$ cat src/rtl/servile_wb_byte_loader_pkg.sv
// servile_wb_byte_loader_pkg
//   Shared definitions for the boot-stream Wishbone loader:
//   - state_t     : loader FSM states (IDLE, FILL, BUS, DONE)
//   - lane sizing : a word is four 8-bit byte lanes, little-endian
//   - lanes_differ: byte-lane compare restricted to enabled lanes
package servile_wb_byte_loader_pkg;

    localparam int lane_count = 4;
    localparam int lane_bits  = 8;
    localparam int word_bits  = lane_count * lane_bits;

    typedef enum logic [1:0] {
        IDLE = 2'd0,
        FILL = 2'd1,
        BUS  = 2'd2,
        DONE = 2'd3
    } state_t;

    // True when any byte lane selected by mask differs between a and b.
    // Lanes outside the mask never contribute, so partial words verify cleanly.
    function automatic logic lanes_differ(input logic [word_bits-1:0]  a,
                                          input logic [word_bits-1:0]  b,
                                          input logic [lane_count-1:0] mask);
        logic diff;
        diff = 1'b0;
        for (int i = 0; i < lane_count; i++) begin
            if (mask[i] && (a[i*lane_bits +: lane_bits] != b[i*lane_bits +: lane_bits]))
                diff = 1'b1;
        end
        return diff;
    endfunction

endpackage

$ cat src/rtl/servile_wb_byte_loader_if.sv
// servile_wb_byte_loader_if
//   Bundles the byte-stream side and the Wishbone side of the loader.
//   Signal names keep the loader's point of view (i_* into the loader,
//   o_* out of it).
//   master : loader view (drives o_*, samples i_*)
//   slave  : environment view (stream source + Wishbone responder)
//   Stream : i_start, i_verify, i_base_adr, i_data, i_valid, i_last, o_ready
//   Status : o_busy, o_done, o_err, o_words
//   Bus    : o_wb_adr, o_wb_dat, o_wb_sel, o_wb_we, o_wb_stb, i_wb_rdt, i_wb_ack
interface servile_wb_byte_loader_if #(parameter int aw = 8);

    logic          i_start;
    logic          i_verify;
    logic [aw-3:0] i_base_adr;
    logic [7:0]    i_data;
    logic          i_valid;
    logic          i_last;
    logic          o_ready;
    logic          o_busy;
    logic          o_done;
    logic          o_err;
    logic [aw-2:0] o_words;
    logic [aw-3:0] o_wb_adr;
    logic [31:0]   o_wb_dat;
    logic [3:0]    o_wb_sel;
    logic          o_wb_we;
    logic          o_wb_stb;
    logic [31:0]   i_wb_rdt;
    logic          i_wb_ack;

    modport master (
        input  i_start, i_verify, i_base_adr, i_data, i_valid, i_last,
        input  i_wb_rdt, i_wb_ack,
        output o_ready, o_busy, o_done, o_err, o_words,
        output o_wb_adr, o_wb_dat, o_wb_sel, o_wb_we, o_wb_stb
    );

    modport slave (
        output i_start, i_verify, i_base_adr, i_data, i_valid, i_last,
        output i_wb_rdt, i_wb_ack,
        input  o_ready, o_busy, o_done, o_err, o_words,
        input  o_wb_adr, o_wb_dat, o_wb_sel, o_wb_we, o_wb_stb
    );

endinterface

$ cat src/rtl/servile_byte_packer.sv
// servile_byte_packer
//   Assembles up to four stream bytes into a little-endian 32-bit word.
//   clk, rst : clock, asynchronous active-high reset
//   clear    : drop the partial word (lane, word, mask, last -> 0)
//   accept   : a stream byte is taken this cycle
//   data     : the byte; lands in lane 'lane' (lane 0 = bits 7:0)
//   last_in  : the byte is the final one of the image
//   word     : assembled word, unfilled lanes read as zero
//   mask     : one bit per filled lane
//   full     : this accept completes a word (fourth lane or final byte)
//   last     : the most recently accepted byte was the final one
module servile_byte_packer
    import servile_wb_byte_loader_pkg::*;
(
    input  logic                  clk,
    input  logic                  rst,
    input  logic                  clear,
    input  logic                  accept,
    input  logic [lane_bits-1:0]  data,
    input  logic                  last_in,
    output logic [word_bits-1:0]  word,
    output logic [lane_count-1:0] mask,
    output logic                  full,
    output logic                  last
);

    logic [1:0] lane;

    assign full = accept && ((lane == 2'd3) || last_in);

    // NOTE: the word register is reset too, so the bus never shows stale bytes
    // from a previous image in lanes a partial word does not fill.
    always_ff @(posedge clk or posedge rst) begin
        if (rst) begin
            lane <= 2'd0;
            word <= '0;
            mask <= '0;
            last <= 1'b0;
        end else if (clear) begin
            lane <= 2'd0;
            word <= '0;
            mask <= '0;
            last <= 1'b0;
        end else if (accept) begin
            // NOTE: non-blocking assignments so every register here samples
            // the pre-edge lane index, whatever order the statements are in.
            word[{lane, 3'b000} +: lane_bits] <= data;
            mask[lane]                        <= 1'b1;
            lane                              <= lane + 2'd1;
            last                              <= last_in;
        end
    end

endmodule

$ cat src/rtl/servile_wb_byte_loader.sv
// servile_wb_byte_loader
//   Boot-stream to Wishbone initiator for the shared-SRAM port of the servile
//   arbiter. Write mode packs four bytes per word and writes consecutive words
//   from a base address; verify mode reads the same words back and flags any
//   mismatch in the filled byte lanes.
//   i_clk, i_rst : clock, asynchronous active-high reset
//   bus          : stream handshake, status and Wishbone signals (master view)
//   Parameter aw : byte address width of the SRAM (word address is aw-2 bits)
module servile_wb_byte_loader
    import servile_wb_byte_loader_pkg::*;
#(
    parameter int aw = 8
)
(
    input  logic                     i_clk,
    input  logic                     i_rst,
    servile_wb_byte_loader_if.master bus
);

    localparam logic [aw-3:0] adr_one   = 1;
    localparam logic [aw-2:0] words_one = 1;

    state_t state, state_next;

    logic          verify_q;
    logic [aw-3:0] adr_q;
    logic          err_q;
    logic [aw-2:0] words_q;

    logic                  start;
    logic                  accept;
    logic                  ack;
    logic [word_bits-1:0]  word;
    logic [lane_count-1:0] mask;
    logic                  full;
    logic                  last;

    logic                  ready_c;
    logic                  stb_c;
    logic                  we_c;
    logic [word_bits-1:0]  dat_c;
    logic [lane_count-1:0] sel_c;
    logic                  done_c;
    logic                  busy_c;

    // Handshakes only count in the state that expects them; a stray start
    // or ack elsewhere is ignored.
    assign start  = (state == IDLE) && bus.i_start;
    assign accept = (state == FILL) && bus.i_valid;
    assign ack    = (state == BUS)  && bus.i_wb_ack;

    servile_byte_packer u_packer (
        .clk     (i_clk),
        .rst     (i_rst),
        .clear   (start || ack),
        .accept  (accept),
        .data    (bus.i_data),
        .last_in (bus.i_last),
        .word    (word),
        .mask    (mask),
        .full    (full),
        .last    (last)
    );

    always_ff @(posedge i_clk or posedge i_rst) begin
        if (i_rst) begin
            state <= IDLE;
        end else begin
            state <= state_next;
        end
    end

    // Wishbone outputs decode from the state register alone, so the async
    // reset drops the strobe immediately and the bus stays stable while the
    // arbiter stalls the ack.
    always_comb begin
        // NOTE: every output gets a default first so no path leaves one
        // unassigned, which would infer a latch.
        state_next = state;
        ready_c    = 1'b0;
        stb_c      = 1'b0;
        we_c       = 1'b0;
        dat_c      = '0;
        sel_c      = '0;
        done_c     = 1'b0;
        busy_c     = 1'b1;
        unique case (state)
            IDLE: begin
                busy_c = 1'b0;
                if (bus.i_start) state_next = FILL;
            end
            FILL: begin
                ready_c = 1'b1;
                if (full) state_next = BUS;
            end
            BUS: begin
                stb_c = 1'b1;
                we_c  = !verify_q;
                dat_c = word;
                sel_c = mask;
                if (bus.i_wb_ack) state_next = last ? DONE : FILL;
            end
            DONE: begin
                done_c     = 1'b1;
                state_next = IDLE;
            end
            default: state_next = IDLE;
        endcase
    end

    always_ff @(posedge i_clk or posedge i_rst) begin
        if (i_rst) begin
            verify_q <= 1'b0;
            adr_q    <= '0;
            err_q    <= 1'b0;
            words_q  <= '0;
        end else begin
            if (start) begin
                verify_q <= bus.i_verify;
                adr_q    <= bus.i_base_adr;
                err_q    <= 1'b0;
                words_q  <= '0;
            end
            if (ack) begin
                if (verify_q && lanes_differ(bus.i_wb_rdt, word, mask))
                    err_q <= 1'b1;
                // Address and count both wrap naturally at their widths.
                adr_q   <= adr_q + adr_one;
                words_q <= words_q + words_one;
            end
        end
    end

    assign bus.o_ready  = ready_c;
    assign bus.o_busy   = busy_c;
    assign bus.o_done   = done_c;
    assign bus.o_err    = err_q;
    assign bus.o_words  = words_q;
    assign bus.o_wb_adr = adr_q;
    assign bus.o_wb_dat = dat_c;
    assign bus.o_wb_sel = sel_c;
    assign bus.o_wb_we  = we_c;
    assign bus.o_wb_stb = stb_c;

endmodule

$ cat src/flat_wrapper.sv
// flat-port wrapper written by rule: the top's interface ports become plain ports
module servile_wb_byte_loader_flat import servile_wb_byte_loader_pkg::*;
#(
    parameter int aw = 8
)
  (i_clk, i_rst, bus_i_start, bus_i_verify, bus_i_base_adr, bus_i_data, bus_i_valid, bus_i_last, bus_i_wb_rdt, bus_i_wb_ack, bus_o_ready, bus_o_busy, bus_o_done, bus_o_err, bus_o_words, bus_o_wb_adr, bus_o_wb_dat, bus_o_wb_sel, bus_o_wb_we, bus_o_wb_stb);
  servile_wb_byte_loader_if #(.aw(aw)) bus_i ();
  input  logic i_clk;
  input  logic i_rst;
  input wire logic [$bits(bus_i.i_start)-1:0] bus_i_start;
  input wire logic [$bits(bus_i.i_verify)-1:0] bus_i_verify;
  input wire logic [$bits(bus_i.i_base_adr)-1:0] bus_i_base_adr;
  input wire logic [$bits(bus_i.i_data)-1:0] bus_i_data;
  input wire logic [$bits(bus_i.i_valid)-1:0] bus_i_valid;
  input wire logic [$bits(bus_i.i_last)-1:0] bus_i_last;
  input wire logic [$bits(bus_i.i_wb_rdt)-1:0] bus_i_wb_rdt;
  input wire logic [$bits(bus_i.i_wb_ack)-1:0] bus_i_wb_ack;
  output wire logic [$bits(bus_i.o_ready)-1:0] bus_o_ready;
  output wire logic [$bits(bus_i.o_busy)-1:0] bus_o_busy;
  output wire logic [$bits(bus_i.o_done)-1:0] bus_o_done;
  output wire logic [$bits(bus_i.o_err)-1:0] bus_o_err;
  output wire logic [$bits(bus_i.o_words)-1:0] bus_o_words;
  output wire logic [$bits(bus_i.o_wb_adr)-1:0] bus_o_wb_adr;
  output wire logic [$bits(bus_i.o_wb_dat)-1:0] bus_o_wb_dat;
  output wire logic [$bits(bus_i.o_wb_sel)-1:0] bus_o_wb_sel;
  output wire logic [$bits(bus_i.o_wb_we)-1:0] bus_o_wb_we;
  output wire logic [$bits(bus_i.o_wb_stb)-1:0] bus_o_wb_stb;
  assign bus_i.i_start = bus_i_start;
  assign bus_i.i_verify = bus_i_verify;
  assign bus_i.i_base_adr = bus_i_base_adr;
  assign bus_i.i_data = bus_i_data;
  assign bus_i.i_valid = bus_i_valid;
  assign bus_i.i_last = bus_i_last;
  assign bus_i.i_wb_rdt = bus_i_wb_rdt;
  assign bus_i.i_wb_ack = bus_i_wb_ack;
  assign bus_o_ready = bus_i.o_ready;
  assign bus_o_busy = bus_i.o_busy;
  assign bus_o_done = bus_i.o_done;
  assign bus_o_err = bus_i.o_err;
  assign bus_o_words = bus_i.o_words;
  assign bus_o_wb_adr = bus_i.o_wb_adr;
  assign bus_o_wb_dat = bus_i.o_wb_dat;
  assign bus_o_wb_sel = bus_i.o_wb_sel;
  assign bus_o_wb_we = bus_i.o_wb_we;
  assign bus_o_wb_stb = bus_i.o_wb_stb;
  servile_wb_byte_loader #(.aw(aw)) u_core (.i_clk(i_clk), .i_rst(i_rst), .bus(bus_i));
endmodule
$ cat config.mk
export PLATFORM = sky130hd
export DESIGN_NAME = servile_wb_byte_loader_flat
export DESIGN_NICKNAME = d
export VERILOG_FILES = /design/src/rtl/servile_wb_byte_loader_pkg.sv /design/src/rtl/servile_wb_byte_loader_if.sv /design/src/rtl/servile_byte_packer.sv /design/src/rtl/servile_wb_byte_loader.sv /design/src/flat_wrapper.sv
export SDC_FILE = /design/constraint.sdc
export NUM_CORES = 1
export LEC_CHECK = 0
export ABC_AREA = 1
export CAP_MARGIN = 25
export CORE_MARGIN = 2
export CORE_UTILIZATION = 35
export CTS_CLUSTER_SIZE = 10
export DETAILED_ROUTE_END_ITERATION = 7
export GPL_ROUTABILITY_DRIVEN = 0
export HOLD_SLACK_MARGIN = 0.05
export PLACE_DENSITY = 0.61
export SYNTH_ARGS = -nofsm -noshare
export SYNTH_HDL_FRONTEND = slang
export SYNTH_HIERARCHICAL = 1
export SYNTH_SLANG_ARGS = --single-unit
$ cat constraint.sdc
create_clock -name i_clk -period 1.8 [get_ports i_clk]
set_input_delay 0.27 -clock i_clk [delete_from_list [all_inputs] [get_ports i_clk]]
set_output_delay 0.27 -clock i_clk [all_outputs]
set_load 0.03 [all_outputs]
==> load_flow_metrics.sql <==
INSERT INTO impl_metrics (metric_group, metric, value, unit) VALUES
('floorplan', 'io_pins', '108', ''),
('floorplan', 'fp.dieArea', '10800', 'µm²'),
('setup_path', 'critPathMaxFanout', '5', ''),
('grt', 'wire_length_of_the_first_global_routing_pass', '14900', 'µm'),
('drt', 'routed_wirelength', '9160', 'µm'),
('grt', 'total_routing_resource_utilization_after_global_routing', '0.167', ''),
('clock_network', 'worst_skew_pair.late_latency', '0.31', 'ns'),
('floorplan', 'placement_rows', '36', ''),
('run_status', 'run_status', 'finished, final reports clean', ''),
('drt', 'dr_total_vias', '3354', ''),
('power', 'part_of_the_power_in_the_clock_network', '0.194', ''),
('synthesis', 'cell_type_contributing_the_most_total_cell_area_after_synthesis', 'dfrtp_1', ''),
('sta', 'slew-limit-headroom', '0.550', ''),
('setup_path', 'worstPathRequired', '1.53', 'ns'),
('grt', 'grt_pass1_vias', '3205', ''),
('synthesis', 'synth_cell_type_count', '30', ''),
('setup_path', 'r2r-end', 'u_core/state[1]$_DFFE_PP0P_', ''),
('setup_path', 'crit_path_end_kind', 'output pin', ''),
('min_path', 'hp-class', 'in2async', ''),
('power', 'power_per_cell_area', '1170', 'nW/µm²'),
('setup_path', 'worstReg2RegStart', 'u_core/state[0]$_DFFE_PP0P_', ''),
('grt', 'globalRouteOverflowTotal', '0', ''),
('clock_network', 'clock_input_transition_at_the_sequential_cells_of_the_worst_setup_and_hold_paths', '0.11', 'ns'),
('floorplan', 'core', '9730', 'µm²'),
('synthesis', 'number_of_enable_type_register_cells_in_the_synthesized_netlist', '0', ''),
('setup_path', 'worst-r2r-cell-count', '11', ''),
('sta', 'finalMaxSlewViolations', '0', ''),
('synthesis', 'synth_sequential_area_ratio', '0.402', ''),
('drt', 'via_per_inst', '4.43', ''),
('grt', 'grt_max_degree', '40', ''),
('finish', 'final_cells', '757', ''),
('placed_design', 'place.port_buffers', '107', ''),
('finish', 'area_growth', '42.1', '%'),
('setup_path', 'cpMaxStageDelayCell', 'dfrtp_1', ''),
('setup_path', 'path_cells', 'nor2_4 > inv_2 > buf_2 > nor2_1 > clkdlybuf4s15_2', ''),
('run', 'timing.max_cap.violations', '0', ''),
('finish', 'finish.net_count', '686', ''),
('floorplan', 'die_width', '104', 'µm'),
('clock_network', 'cts_made_buffers', '5', ''),
('drt', 'post_drt_wl_per_cell', '12.1', 'µm'),
('power', 'power_switching', '2.42', 'mW'),
('placed_design', 'dp_hpwl', '7040', 'µm'),
('sta', 'finalCriticalPeriod', '1.74', 'ns'),
('synthesis', 'synth_top_cells_by_area', 'dfrtp_1, nand2_1, nor2_1', ''),
('clock_network', 'tritoncts', 'done', ''),
('placed_design', 'placed_cells', '748', ''),
('synthesis', 'ys_async_sr_fraction', '1.00', ''),
('sta', 'timing.final.setup_violations', '0', ''),
('synthesis', 'synthesis.nets', '561', ''),
('synthesis', 'yosys-top-cells-count', 'nand2_1, nor2_1, inv_1', ''),
('sta', 'finalClockSkew', '0.0116', 'ns'),
('power', 'portion_of_total_power_attributed_to_sequential_cells', '0.312', ''),
('drt', 'router_iterations_before_antenna_repair', '4', ''),
('power', 'leakage', '2.46', 'nW'),
('clock_network', 'cts_root_buffer', 'clkbuf_8', ''),
('setup_path', 'worst_path_dominant_cell_family', 'buffers and inverters', ''),
('setup_path', 'reg2reg_slack', '0.11', 'ns'),
('setup_path', 'cpPeakStageDelay', '0.42', 'ns'),
('synthesis', 'synthesized_cell_area', '3480', 'µm²'),
('sta', 'max_clock_freq', '0.574', 'GHz'),
('sta', 'final-hold-violation-count', '0', ''),
('grt', 'grt_antenna_before_repair', '0', ''),
('synthesis', 'yosys_warnings', '6', ''),
('finish', 'n_antenna_cell', '0', ''),
('setup_path', 'startpoint_type', 'flip-flop', ''),
('clock_network', 'cts_sinks', '56', ''),
('clock_network', 'post-cts-setup-buffer-count', '0', ''),
('drt', 'dr.first_iter.drc_count', '88', ''),
('synthesis', 'ys_seq_elements', '56', ''),
('synthesis', 'cells_after_synth', '498', ''),
('clock_network', 'h-tree-depth', '2', '');
-- how the worst max path moves through the flow --
stage	start	end	slack, ns	depth (start not counted)
2_1_floorplan	u_core/state[1]$_DFFE_PP0P_	bus_o_wb_dat[10]	0.007	6
3_3_place_gp	u_core/state[0]$_DFFE_PP0P_	bus_o_wb_dat[6]	0.04	5
3_5_place_dp	u_core/state[0]$_DFFE_PP0P_	bus_o_wb_dat[22]	0.02	5
4_1_cts	u_core/state[0]$_DFFE_PP0P_	bus_o_wb_dat[30]	0.01	6
5_1_grt	u_core/state[0]$_DFFE_PP0P_	u_core/state[1]$_DFFE_PP0P_	0.003	11
6_report	u_core/state[0]$_DFFE_PP0P_	bus_o_wb_dat[6]	0.06	5
-- cells in the final DEF (no fill, tap or decap), types with 2 or more instances in the layout --
master / n
nand2_1: 166
nor2_1: 74
inv_1: 72
clkdlybuf4s50_1: 65
dfrtp_1: 56
buf_4: 36
xnor2_1: 25
nand3_1: 23
a21oi_1: 12
ha_1: 10
nor2_2: 9
buf_2: 8
o21ai_0: 8
clkdlybuf4s15_2: 7
nor2_4: 6
clkbuf_8: 5
inv_2: 5
buf_6: 4
bufinv_16: 3
dlygate4sd2_1: 3
or2_2: 3
nand2_2: 3
o22ai_1: 3
buf_12: 2
a31oi_1: 2
a21oi_2: 2
-- power groups by stage --
| stage | sequential [mW] | combinational (mW) | clock [mW] |
|---|---|---|---|
| after global placement | 1.82 | 2.82 | 0 |
| final | 1.80 | 2.85 | 1.12 |
| after detailed placement | 1.82 | 2.84 | 0 |
| after CTS | 1.80 | 2.83 | 1.14 |
| after floorplan | 1.98 | 1.62 | 0 |
| after global routing | 1.86 | 3.14 | 1.19 |
-- timing repair --
| item | CTS | global route |
|---|---|---|
| endpoints found under the hold margin | 0 | 0 |
| cloned | 0 | 1 |
| hold buffers | 0 | 0 |
| gates resized for setup | 47 | 27 |
| endpoints found under the setup margin | 32 | 41 |
-- worst reg2reg max path, stage by stage, from the launching register on --
cell	delay, ns
dfrtp_1	0.42
buf_4	0.15
inv_1	0.08
nor2_4	0.04
inv_1	0.09
nor2_2	0.06
buf_12	0.14
nand2_1	0.09
nand2_1	0.06
or2_2	0.30
o21ai_0	0.08
a31oi_1	0.07
-- per-stage QoR --
step	power, mW	cell area (µm²)	hold slack, ns	worst slack, ns	util
6_report	5.77	4950	0.371	0.0574	0.509
5_1_grt	6.19	4950	0.431	0.00318	0.509
4_1_cts	5.77	4960	0.410	0.0130	0.510
3_5_place_dp	4.67	4790	0.489	0.0157	0.492
3_3_place_gp	4.63	4790	0.483	0.0366	0.492
2_1_floorplan	3.61	3490	0.196	0.00711	-
-- layer usage --
layer  wire length, µm  global-route usage  up-vias
met5                 0                   0        -
met3               310              0.0271        4
met2              4270               0.286       70
li1                  -                   -     1745
met4                61              0.0347        0
met1              4520               0.223     1535
-- kinds of logic (layout without fill, tap and decap cells) --
kind of cell / count (synthesis) / in the layout / share of synthesized area
simple gates: 289 / 289 / 0.344
buf+inv: 86 / 212 / 0.0974
flops: 56 / 56 / 0.402
compound gates: 30 / 30 / 0.0503
xor+xnor: 25 / 25 / 0.0629
fa+ha+maj: 10 / 10 / 0.0359
mux: 2 / 2 / 0.00719
-- sequential cells by signal, summed over array words and instances, names as in the netlist --
register and cells:
u_core/bus.o_err 1, u_core/bus.o_wb_adr 6, u_core/bus.o_words 7, u_core/state 2
u_core/u_packer/lane 2, u_core/u_packer/last 1, u_core/u_packer/mask 4, u_core/u_packer/word 32
u_core/verify_q 1
-- layout make-up --
cell class	count	area, µm²
inverters	77	289
clock buffers	5	68.8
fillers	999	4780
repair buffers	127	1170
clock inverters	3	90.1
well taps	133	166
multi-input cells	356	1760
flip-flops and latches	56	1400
No activity file was read; power rests on OpenSTA's default activity.
